--- config.mk ---
export PLATFORM = sky130hd
export DESIGN_NAME = axi_burst_addr_gen
export DESIGN_NICKNAME = d
export VERILOG_FILES = /design/src/rtl/axi_burst_pkg.sv /design/src/rtl/axi_beat_next.sv /design/src/rtl/axi_burst_addr_gen.sv
export SDC_FILE = /design/constraint.sdc
export NUM_CORES = 1
export LEC_CHECK = 0
export BUFFER_PORTS_ARGS = -buffer_cell sky130_fd_sc_hd__buf_2
export CORE_MARGIN = 4
export CORE_UTILIZATION = 59
export CTS_BUF_LIST = sky130_fd_sc_hd__clkbuf_2
export CTS_CLUSTER_SIZE = 40
export DETAILED_ROUTE_END_ITERATION = 10
export GPL_TIMING_DRIVEN = 0
export PLACE_DENSITY = 0.86
export SLEW_MARGIN = 30
export SYNTH_ARGS = -nofsm -noshare
export SYNTH_HDL_FRONTEND = slang
export SYNTH_SLANG_ARGS = --single-unit
--- constraint.sdc ---
create_clock -name clk -period 6.4 [get_ports clk]
set_input_delay 0.64 -clock clk [delete_from_list [all_inputs] [get_ports clk]]
set_output_delay 0.64 -clock clk [all_outputs]
set_load 0.05 [all_outputs]
--- src/rtl/axi_burst_pkg.sv ---
// Shared types and mask helpers for the AXI burst address generator.
package axi_burst_pkg;

  typedef enum logic [1:0] {
    FIXED    = 2'd0,
    INCR     = 2'd1,
    WRAP     = 2'd2,
    RESERVED = 2'd3
  } burst_e;

  typedef enum logic {
    IDLE  = 1'b0,
    BURST = 1'b1
  } state_e;

  // Wide enough for any supported address width; callers truncate to ADDR_WIDTH.
  localparam int MASK_W = 64;

  function automatic logic [MASK_W-1:0] align_mask(input logic [2:0] size);
    return ~((MASK_W'(1) << size) - MASK_W'(1));
  endfunction

  function automatic logic [MASK_W-1:0] wrap_mask(input logic [7:0] len, input logic [2:0] size);
    return ((MASK_W'(len) + MASK_W'(1)) << size) - MASK_W'(1);
  endfunction

endpackage

--- src/rtl/axi_beat_next.sv ---
// Combinational beat address step and byte-lane calculation.
// With i_advance low the input address passes through, so the same logic yields lanes for a burst's first beat.
module axi_beat_next
  import axi_burst_pkg::*;
#(
  parameter int ADDR_WIDTH = 12,
  parameter int DATA_SIZE  = 2,
  parameter bit ALIGN_ADDR = 1'b1
) (
  input  logic                  i_advance,
  input  logic [ADDR_WIDTH-1:0] i_addr,
  input  burst_e                i_burst,
  input  logic [2:0]            i_size,
  input  logic [7:0]            i_len,
  output logic [ADDR_WIDTH-1:0] o_addr,
  output logic [DATA_SIZE-1:0]  o_lower,
  output logic [DATA_SIZE-1:0]  o_upper
);

  localparam logic [ADDR_WIDTH-1:0] LANE_BITS = ADDR_WIDTH'((1 << DATA_SIZE) - 1);

  logic [ADDR_WIDTH-1:0] w_nBytes;
  logic [ADDR_WIDTH-1:0] w_alignMask;
  logic [ADDR_WIDTH-1:0] w_wrapMask;
  logic [ADDR_WIDTH-1:0] w_sum;
  logic [ADDR_WIDTH-1:0] w_stepAddr;

  always_comb begin
    w_nBytes    = ADDR_WIDTH'(1) << i_size;
    w_alignMask = ADDR_WIDTH'(align_mask(i_size));
    w_wrapMask  = ADDR_WIDTH'(wrap_mask(i_len, i_size));
    w_sum       = i_addr + w_nBytes;
    case (i_burst)
      // Alignment only touches lane-select bits, so oversized beats keep their upper offset.
      INCR:    w_stepAddr = ALIGN_ADDR ? (w_sum & (w_alignMask | ~LANE_BITS)) : w_sum;
      WRAP:    w_stepAddr = (i_addr & ~w_wrapMask) | (w_sum & w_wrapMask);
      default: w_stepAddr = i_addr;
    endcase
    o_addr  = i_advance ? w_stepAddr : i_addr;
    o_lower = o_addr[DATA_SIZE-1:0];
    o_upper = (o_addr[DATA_SIZE-1:0] & w_alignMask[DATA_SIZE-1:0])
              + w_nBytes[DATA_SIZE-1:0] - DATA_SIZE'(1);
  end

endmodule

--- src/rtl/axi_burst_addr_gen.sv ---
// AXI4 burst address generator: one AW/AR command in, one beat descriptor per data beat out.
// Optional command legality checker enabled by defining AXI_BURST_ADDR_ERR_CHECK_EN.
module axi_burst_addr_gen
  import axi_burst_pkg::*;
#(
  parameter int ADDR_WIDTH = 12,
  parameter int DATA_WIDTH = 32,
  parameter int ID_WIDTH   = 4,
  parameter bit ALIGN_ADDR = 1'b1,
  localparam int DATA_SIZE = $clog2(DATA_WIDTH / 8)
) (
  input  logic                  clk,
  input  logic                  rst,
  input  logic                  cmd_valid,
  output logic                  cmd_ready,
  input  logic [ADDR_WIDTH-1:0] cmd_addr,
  input  logic [1:0]            cmd_burst,
  input  logic [2:0]            cmd_size,
  input  logic [7:0]            cmd_len,
  input  logic [ID_WIDTH-1:0]   cmd_id,
  output logic                  beat_valid,
  input  logic                  beat_ready,
  output logic [ADDR_WIDTH-1:0] beat_addr,
  output logic [DATA_SIZE-1:0]  beat_lower,
  output logic [DATA_SIZE-1:0]  beat_upper,
  output logic [7:0]            beat_idx,
  output logic                  beat_last,
  output logic [ID_WIDTH-1:0]   beat_id,
  output logic                  cmd_err
);

  state_e                r_state, w_nextState;
  logic [ADDR_WIDTH-1:0] r_addr;
  logic [DATA_SIZE-1:0]  r_lower, r_upper;
  burst_e                r_burst;
  logic [2:0]            r_size;
  logic [7:0]            r_len, r_idx;
  logic [ID_WIDTH-1:0]   r_id;
  logic                  r_last;

  logic                  w_beatFire, w_cmdReady, w_load, w_step;
  burst_e                w_srcBurst;
  logic [ADDR_WIDTH-1:0] w_srcAddr, w_nextAddr;
  logic [2:0]            w_srcSize;
  logic [7:0]            w_srcLen;
  logic [DATA_SIZE-1:0]  w_nextLower, w_nextUpper;

  always_ff @(posedge clk) begin
    if (rst) r_state <= IDLE;
    else     r_state <= w_nextState;
  end

  // A new command may only enter on the last beat handshake, which removes the bubble between bursts.
  always_comb begin
    w_nextState = r_state;
    w_cmdReady  = 1'b0;
    w_beatFire  = (r_state == BURST) && beat_ready;
    if (!rst) w_cmdReady = (r_state == IDLE) || (w_beatFire && r_last);
    w_load = cmd_valid && w_cmdReady;
    w_step = w_beatFire && !r_last;
    if (w_load)                  w_nextState = BURST;
    else if (w_beatFire && r_last) w_nextState = IDLE;
  end

  assign w_srcAddr  = w_load ? cmd_addr : r_addr;
  assign w_srcBurst = w_load ? burst_e'(cmd_burst) : r_burst;
  assign w_srcSize  = w_load ? cmd_size : r_size;
  assign w_srcLen   = w_load ? cmd_len : r_len;

  axi_beat_next #(
    .ADDR_WIDTH(ADDR_WIDTH),
    .DATA_SIZE (DATA_SIZE),
    .ALIGN_ADDR(ALIGN_ADDR)
  ) u_next (
    .i_advance(!w_load),
    .i_addr   (w_srcAddr),
    .i_burst  (w_srcBurst),
    .i_size   (w_srcSize),
    .i_len    (w_srcLen),
    .o_addr   (w_nextAddr),
    .o_lower  (w_nextLower),
    .o_upper  (w_nextUpper)
  );

  always_ff @(posedge clk) begin
    if (rst) begin
      r_addr  <= '0;
      r_lower <= '0;
      r_upper <= '0;
      r_burst <= FIXED;
      r_size  <= '0;
      r_len   <= '0;
      r_idx   <= '0;
      r_id    <= '0;
      r_last  <= 1'b0;
    end else if (w_load || w_step) begin
      r_addr  <= w_nextAddr;
      r_lower <= w_nextLower;
      r_upper <= w_nextUpper;
      if (w_load) begin
        r_burst <= burst_e'(cmd_burst);
        r_size  <= cmd_size;
        r_len   <= cmd_len;
        r_id    <= cmd_id;
        r_idx   <= '0;
        r_last  <= (cmd_len == 8'd0);
      end else begin
        r_idx  <= r_idx + 8'd1;
        r_last <= ((r_idx + 8'd1) == r_len);
      end
    end
  end

  assign cmd_ready  = w_cmdReady;
  assign beat_valid = (r_state == BURST);
  assign beat_addr  = r_addr;
  assign beat_lower = r_lower;
  assign beat_upper = r_upper;
  assign beat_idx   = r_idx;
  assign beat_last  = r_last;
  assign beat_id    = r_id;

`ifdef AXI_BURST_ADDR_ERR_CHECK_EN
  logic [ADDR_WIDTH-1:0] w_cmdAlignMask;
  logic [16:0]           w_pageEnd;
  logic                  w_illegal;
  logic                  r_err;

  // The page check measures the span the beats actually cover, from the aligned start when aligning.
  always_comb begin
    w_cmdAlignMask = ADDR_WIDTH'(align_mask(cmd_size));
    w_pageEnd = 17'(cmd_addr[11:0] & (ALIGN_ADDR ? w_cmdAlignMask[11:0] : 12'hFFF))
                + ((17'(cmd_len) + 17'd1) << cmd_size);
    w_illegal = 1'b0;
    case (burst_e'(cmd_burst))
      RESERVED: w_illegal = 1'b1;
      WRAP:     w_illegal = !(cmd_len inside {8'd1, 8'd3, 8'd7, 8'd15})
                            || ((cmd_addr & ~w_cmdAlignMask) != '0);
      INCR:     w_illegal = (w_pageEnd > 17'h1000);
      default:  w_illegal = 1'b0;
    endcase
    if ({29'd0, cmd_size} > 32'(DATA_SIZE)) w_illegal = 1'b1;
  end

  always_ff @(posedge clk) begin
    if (rst) r_err <= 1'b0;
    else     r_err <= w_load && w_illegal;
  end

  assign cmd_err = r_err;
`else
  assign cmd_err = 1'b0;
`endif

endmodule
### After elaboration in Yosys (flattened, before gate mapping)

Cells that the tools add are included.

| storage, ports and cells | value |
|---|---|
| bits in registers | 43 |
| memory bits (writable) | 0 |
| output and inout bits | 32 |
| input bits | 33 |
| word-level logic and storage cells | 52 |
| memories kept | 0 |
| memory bits (read-only) | 0 |
| latch bits | 0 |

| operators by class | value |
|---|---|
| shift-type cells | 3 |
| reductions and logical operators | 10 |
| div/mod/pow operators | 0 |
| equal/unequal tests | 3 |
| bitwise gates (word level) | 8 |
| $mul | 0 |
| $add $sub $neg | 7 |
| muxes and demuxes | 11 |
| $lt $le $gt $ge | 0 |

Operators by type and width:

| cell | number |
|---|---|
| 64-bit by 3-bit left shift with 12-bit output | 1 |
| 12-bit bitwise AND | 3 |
| 12-bit 2-to-1 mux | 2 |
| 12-bit one-hot mux with 2 select lines | 1 |
| 8-bit 2-to-1 mux | 2 |
| 12-bit adder | 1 |
| 12-bit NOT | 1 |
| 12-bit OR | 1 |
| 1-bit by 3-bit left shift with 12-bit output, first input constant | 1 |
| 12-bit by 1-bit subtractor with 12-bit output, second input constant | 1 |
| 8-bit by 1-bit adder with 9-bit output, second input constant | 1 |
| 8-bit by 1-bit adder with 8-bit output, second input constant | 1 |
| 8-bit equality test | 1 |
| 8-bit logical NOT | 1 |
| 1-bit logical AND | 4 |
| 1-bit 2-to-1 mux | 4 |
| 3-bit 2-to-1 mux | 1 |
| 1-bit by 3-bit left shift with 2-bit output, first input constant | 1 |
| 2-bit adder | 1 |
| 2-bit bitwise AND | 1 |
| 2-bit by 1-bit equality test with 1-bit output, second input constant | 1 |
| 2-bit equality test, second input constant | 1 |
| 1-bit logical OR | 2 |
| 2-bit 2-to-1 mux | 1 |
| other kinds (7) | 7 |

### Depth between registers and ports, before layout

| logic depth | value |
|---|---|
| word-level depth | 17 |
| mapped depth | 22 |
| depth with buffers taken out | 17 |

### Hierarchy

Synthesis repeated with hierarchy kept, for this count alone.

| unflattened totals | value |
|---|---|
| cell total of the unflattened synthesis | 544 |
| area total of the unflattened synthesis | 4145.2 um^2 |

By module, submodules not included:

| module | area each (um^2) | times used | sequential area each (um^2) | cells each |
|---|---|---|---|---|
| axi_beat_next | 2074.5 | 1 | 0.0 | 315 |
| axi_burst_addr_gen | 2070.7 | 1 | 860.8 | 229 |

### Worst setup path after synthesis

Ideal clock, no wire load.

| path | value |
|---|---|
| path type | reg-to-reg |
| start point | register r_last, in the netlist beat_last |
| end point | register r_addr[10], in the netlist beat_addr[10] |
| data required time | 6.327 ns |
| arrival time | 4.787 ns |
| stages on the path, launching flop included | 23 |
| setup slack | 1.540 ns |
| path buffers | 6 |
| period minus slack after synthesis | 4.860 ns |
| setup time | 0.073 ns |
| cell sequence | dfxtp_1 a21boi_4 nor2_4 buf_6 buf_4 buf_2 buf_1 clkbuf_1 nand2_1 nand2_1 ha_1 buf_2 nand3_1 or3_1 nand3_1 o21ai_0 o21ai_0 o211a_1 nor3b_2 a2111oi_2 nor3_1 o31a_1 nor3_2 |

| between the ends | value |
|---|---|
| longest elaborated chain between the ends | 13 |
| elaborated cells on any way between the ends | 25 |
| those cells by class | add/sub: 3; eq/ne: 2; shift: 2; mux: 7; bitwise: 5; reduce/logical: 6 |

RTL lines:

| item | RTL line | text |
|---|---|---|
| start: declaration | axi_burst_addr_gen.sv:39 | `logic r_last;` |
| start signal: assignment | axi_burst_addr_gen.sv:106 | `r_last <= (cmd_len == 8'd0);` |
| start signal: assignment | axi_burst_addr_gen.sv:109 | `r_last <= ((r_idx + 8'd1) == r_len);` |
| 1-bit logical AND (*) | axi_burst_addr_gen.sv:58 | `if (!rst) w_cmdReady = (r_state == IDLE) \|\| (w_beatFire && r_last);` |
| 1-bit logical OR (*) | axi_burst_addr_gen.sv:58 |  |
| 1-bit 2-to-1 mux (*) | axi_burst_addr_gen.sv:58 |  |
| 1-bit logical AND (*) | axi_burst_addr_gen.sv:59 | `w_load = cmd_valid && w_cmdReady;` |
| 8-bit 2-to-1 mux (*) | -- |  |
| via u_next.i_len[1] | axi_beat_next.sv:14 | `input logic [7:0] i_len,` |
| 8-bit by 1-bit adder with 9-bit output (*) | axi_burst_pkg.sv:24 | `return ((MASK_W'(len) + MASK_W'(1)) << size) - MASK_W'(1);` |
| 64-bit by 3-bit left shift with 12-bit output (*) | axi_burst_pkg.sv:24 |  |
| 12-bit by 1-bit subtractor with 12-bit output (*) | axi_burst_pkg.sv:24 |  |
| 12-bit NOT | axi_beat_next.sv:36 | `WRAP: w_stepAddr = (i_addr & ~w_wrapMask) \| (w_sum & w_wrapMask);` |
| 12-bit bitwise AND | axi_beat_next.sv:36 |  |
| 12-bit OR (*) | axi_beat_next.sv:36 |  |
| 12-bit one-hot mux with 2 select lines (*) | axi_beat_next.sv:33 | `case (i_burst)` |
| 12-bit 2-to-1 mux (*) | axi_beat_next.sv:39 | `o_addr = i_advance ? w_stepAddr : i_addr;` |
| end signal: assignment | axi_burst_addr_gen.sv:97 | `r_addr <= w_nextAddr;` |
| end: declaration | axi_burst_addr_gen.sv:33 | `logic [ADDR_WIDTH-1:0] r_addr;` |

Mark *: on every way through the listed nets, which the timed path passes. The rest lies on a longest branch.
A chain may end at the register's enable or synchronous reset.

### Final worst setup path

Ends and elaborated chain as after synthesis.

==> flow_summary.yaml <==
timing:
  tightest_slew_ps: 745
  fmaxAchievable_mhz: 173
  setup_viol: 0
  skew_ps: 15.6
  finalHoldViolCount: 0
  rsz0062_at_grt: "false"
  drv_slew: 0
  period_minus_slack_ps: 5770
  finalCritPeriodShare: 0.902
  max_slew_margin: 0.498
  fin_tns_setup_ps: 0
cts:
  cts.sinks: 41
  cts_resized: 0
  cts-root-buf: "clkbuf_2"
  clk_pin_slew_worst_paths_ps: 240
  clk_latency_ps: 430
  clockBufferDepth: 2
  cts_tree: "yes"
  htree_num_levels: 2
  cts_setup_buffers: 0
  postCtsHoldBufs: 0
  numCtsBuffers: 5
final_layout:
  multiInputGateArea_mm2: 0.00288
  insertedDiodeCount: 0
  drive_gt1_frac: 0.169
  final_cell_area_mm2: 0.00436
  regArea_um2: 821
  layout.nets: 649
  area_delta_synth_final_pct: 11.2
  fillers: 530
detailed_routing:
  via_count: 4357
  postRouteAntennaNets: 0
  drc: 0
  drt-wirelength-per-cell_um: 17.1
  first_pass_iters: 5
  via_per_inst: 6.42
  dr.first_iter.drc_count: 336
  drt_wl_total_mm: 11.6
setup_path:
  worst_path_max_delay_cell: "dfxtp_1"
  critPathMaxStageDelay_ps: 530
  setup.worst_path.end_class: "flip-flop"
  worstSetupPathType: "reg2reg"
  critPathMaxFanout: 10
  timing.rr.end: "beat_addr[10]$_SDFFE_PP0P_"
  crit_start: "beat_last$_SDFFE_PP0P_"
  path_delay_family: "buffers and inverters"
  cp_num_cells: 22
  crit_chain: "a21boi_4 -> nor2_4 -> buf_6 -> buf_4 -> buf_2 -> buf_1 -> clkbuf_1 -> nand2_1 -> nand2_1 -> ha_1 -> buf_2 -> nand3_1 -> or3_1 -> nand3_1 -> o21ai_0 -> o21ai_0 -> o211a_1 -> nor3b_2 -> a2111oi_2 -> nor3_1 -> o31a_1 -> nor3_2"
  r2r-start: "beat_last$_SDFFE_PP0P_"
  cp.required_ps: 6770
  rrSetupSlack_ps: 630
  arrival_ps: 6140
  rr_worst_depth: 22
  crit_buf_inv: 6
  start_kind: "flip-flop"
  critical_path.endpoint: "beat_addr[10]$_SDFFE_PP0P_"
synth:
  synth.distinct_cells: 71
  synth_top_area_share: 0.209
  synth_fp_nets: 583
  synth_edf_count: 0
  syn-instance-count: 535
  ys.flop_type: "dfxtp_1"
  synth_most_common_cell: "nand2_1"
  synth_area_mm2: 0.00393
  synth_area_leaders: "dfxtp_1 21%, nand2_1 8.0%, xnor2_1 5.8%"
  async_flop_share: 0
  ys_seq_area_frac: 0.209
  avgSynthCellArea_um2: 7.34
  ys_seq_elements: 41
  yosysTopAreaCell: "dfxtp_1"
  synth_common_cells: "84 x nand2_1, 46 x nor2_1, 41 x dfxtp_1"
  yosysWarnings: 0
global_route:
  grt_max_degree: 15
  grt_first_pass_wirelength_mm: 19.0
  grt_pass1_vias: 3922
  grt_usage: 0.298
  grt_overflow: 0
  antenna_found_initial: 0
floorplan:
  core_area_mm2: 0.00642
  die_x_um: 89.6
  dieArea_mm2: 0.00802
  ios: 65
  rows: 29
  die_h_um: 89.6
  start_util: 0.611
outcome:
  outcome: "finished clean"
place:
  place.gp.congestion: 0.935
  place_area_mm2: 0.00432
  portBuffers: 59
  hpwl_mm: 8.97
power:
  p_leak_nw: 1.93
  ir_worst_vdd_mv: 0.138
  power_density_mw_per_mm2: 170
worst_hold_path:
  hp-start: "cmd_id[1]"
  hp-class: "in2reg"
flow_run:
  cap_viol_max_count: 0
-- tightest hold or removal path: cells and delay by family --
family | cells | cell delay, ps
AND/OR/NAND/NOR | 2 | 80
buffers and inverters | 1 | 70
-- sequential cells by signal (all words and copies together) (netlist names) --
signal / flops
beat_addr: 12
beat_id: 4
beat_idx: 8
beat_last: 1
beat_upper: 2
beat_valid: 1
r_burst: 2
r_len: 8
r_size: 3
-- placed cells by master, fill, tap and decap left out, types with 3 or more instances in the layout --
cell / n
a211oi_1: 9
a21o_1: 7
a21oi_1: 38
a221oi_1: 3
a22oi_1: 4
and3_1: 6
buf_1: 3
buf_2: 68
buf_4: 5
clkbuf_1: 18
clkbuf_2: 5
dfxtp_1: 41
ha_1: 14
inv_1: 12
mux2_2: 4
mux2i_1: 21
nand2_1: 84
nand2b_1: 5
nand3_1: 28
nand4_1: 3
nor2_1: 46
nor3_1: 16
nor4_1: 6
o211a_1: 3
o211ai_1: 8
o21a_1: 4
o21ai_0: 25
o22ai_1: 5
o2bb2ai_1: 4
o31ai_1: 4
or3_1: 6
xnor2_1: 26
xor2_1: 15
-- kinds of logic after synthesis --
logic type,after synthesis,synth area share
mux,26,0.0688
flops,41,0.209
compound gates,141,0.252
other cells,1,0.000955
fa+ha+maj,15,0.0497
buf+inv,49,0.0583
simple gates,221,0.269
xor+xnor,41,0.0915
-- worst min path at each step --
stage	end	slack (ps)	cells past startpoint
finish	beat_id[1]$_SDFFE_PP0P_	380	3
global route	beat_id[1]$_SDFFE_PP0P_	340	3
CTS	beat_id[1]$_SDFFE_PP0P_	370	3
detailed placement	beat_id[0]$_SDFFE_PP0P_	440	2
global placement	beat_id[0]$_SDFFE_PP0P_	440	2
floorplan	r_burst[1]$_SDFFE_PP0P_	480	2
-- power by group --
| part | total (W) | switching, W | internal, W |
|---|---|---|---|
| sequential | 0.000282 | 0.0000123 | 0.000270 |
| clock | 0.000125 | 0.0000970 | 0.0000276 |
| combinational | 0.000336 | 0.000218 | 0.000118 |
-- per-stage QoR --
| stage | power (W) | instances | setup WS (ps) | hold slack [ps] | util |
|---|---|---|---|---|---|
| after floorplan | 0.000535 | 535 | 1540 | 481 | - |
| after global placement | 0.000608 | 671 | 541 | 439 | 0.672 |
| after detailed placement | 0.000615 | 671 | 373 | 444 | 0.672 |
| after CTS | 0.000738 | 679 | 784 | 365 | 0.680 |
| after global routing | 0.000786 | 679 | 210 | 341 | 0.680 |
| final | 0.000743 | 679 | 629 | 384 | 0.680 |
-- metal layers --
layer  GRT usage  vias up  share of wire
met1       0.405     2006           0.41
met3      0.0401       38          0.098
met4       0.127        0          0.032
met2       0.473      245           0.46
li1            -     2068              -
met5           0        -              0
-- layout make-up --
type / instances / share of cell area
multi-input cells: 445 / 0.659
flip-flops and latches: 41 / 0.188
repair buffers: 59 / 0.0677
plain buffers: 37 / 0.0421
well taps: 77 / 0.0221
inverters: 12 / 0.0103
clock buffers: 5 / 0.00573
clock inverters: 3 / 0.00487
Power figures use the tool's default switching activity.
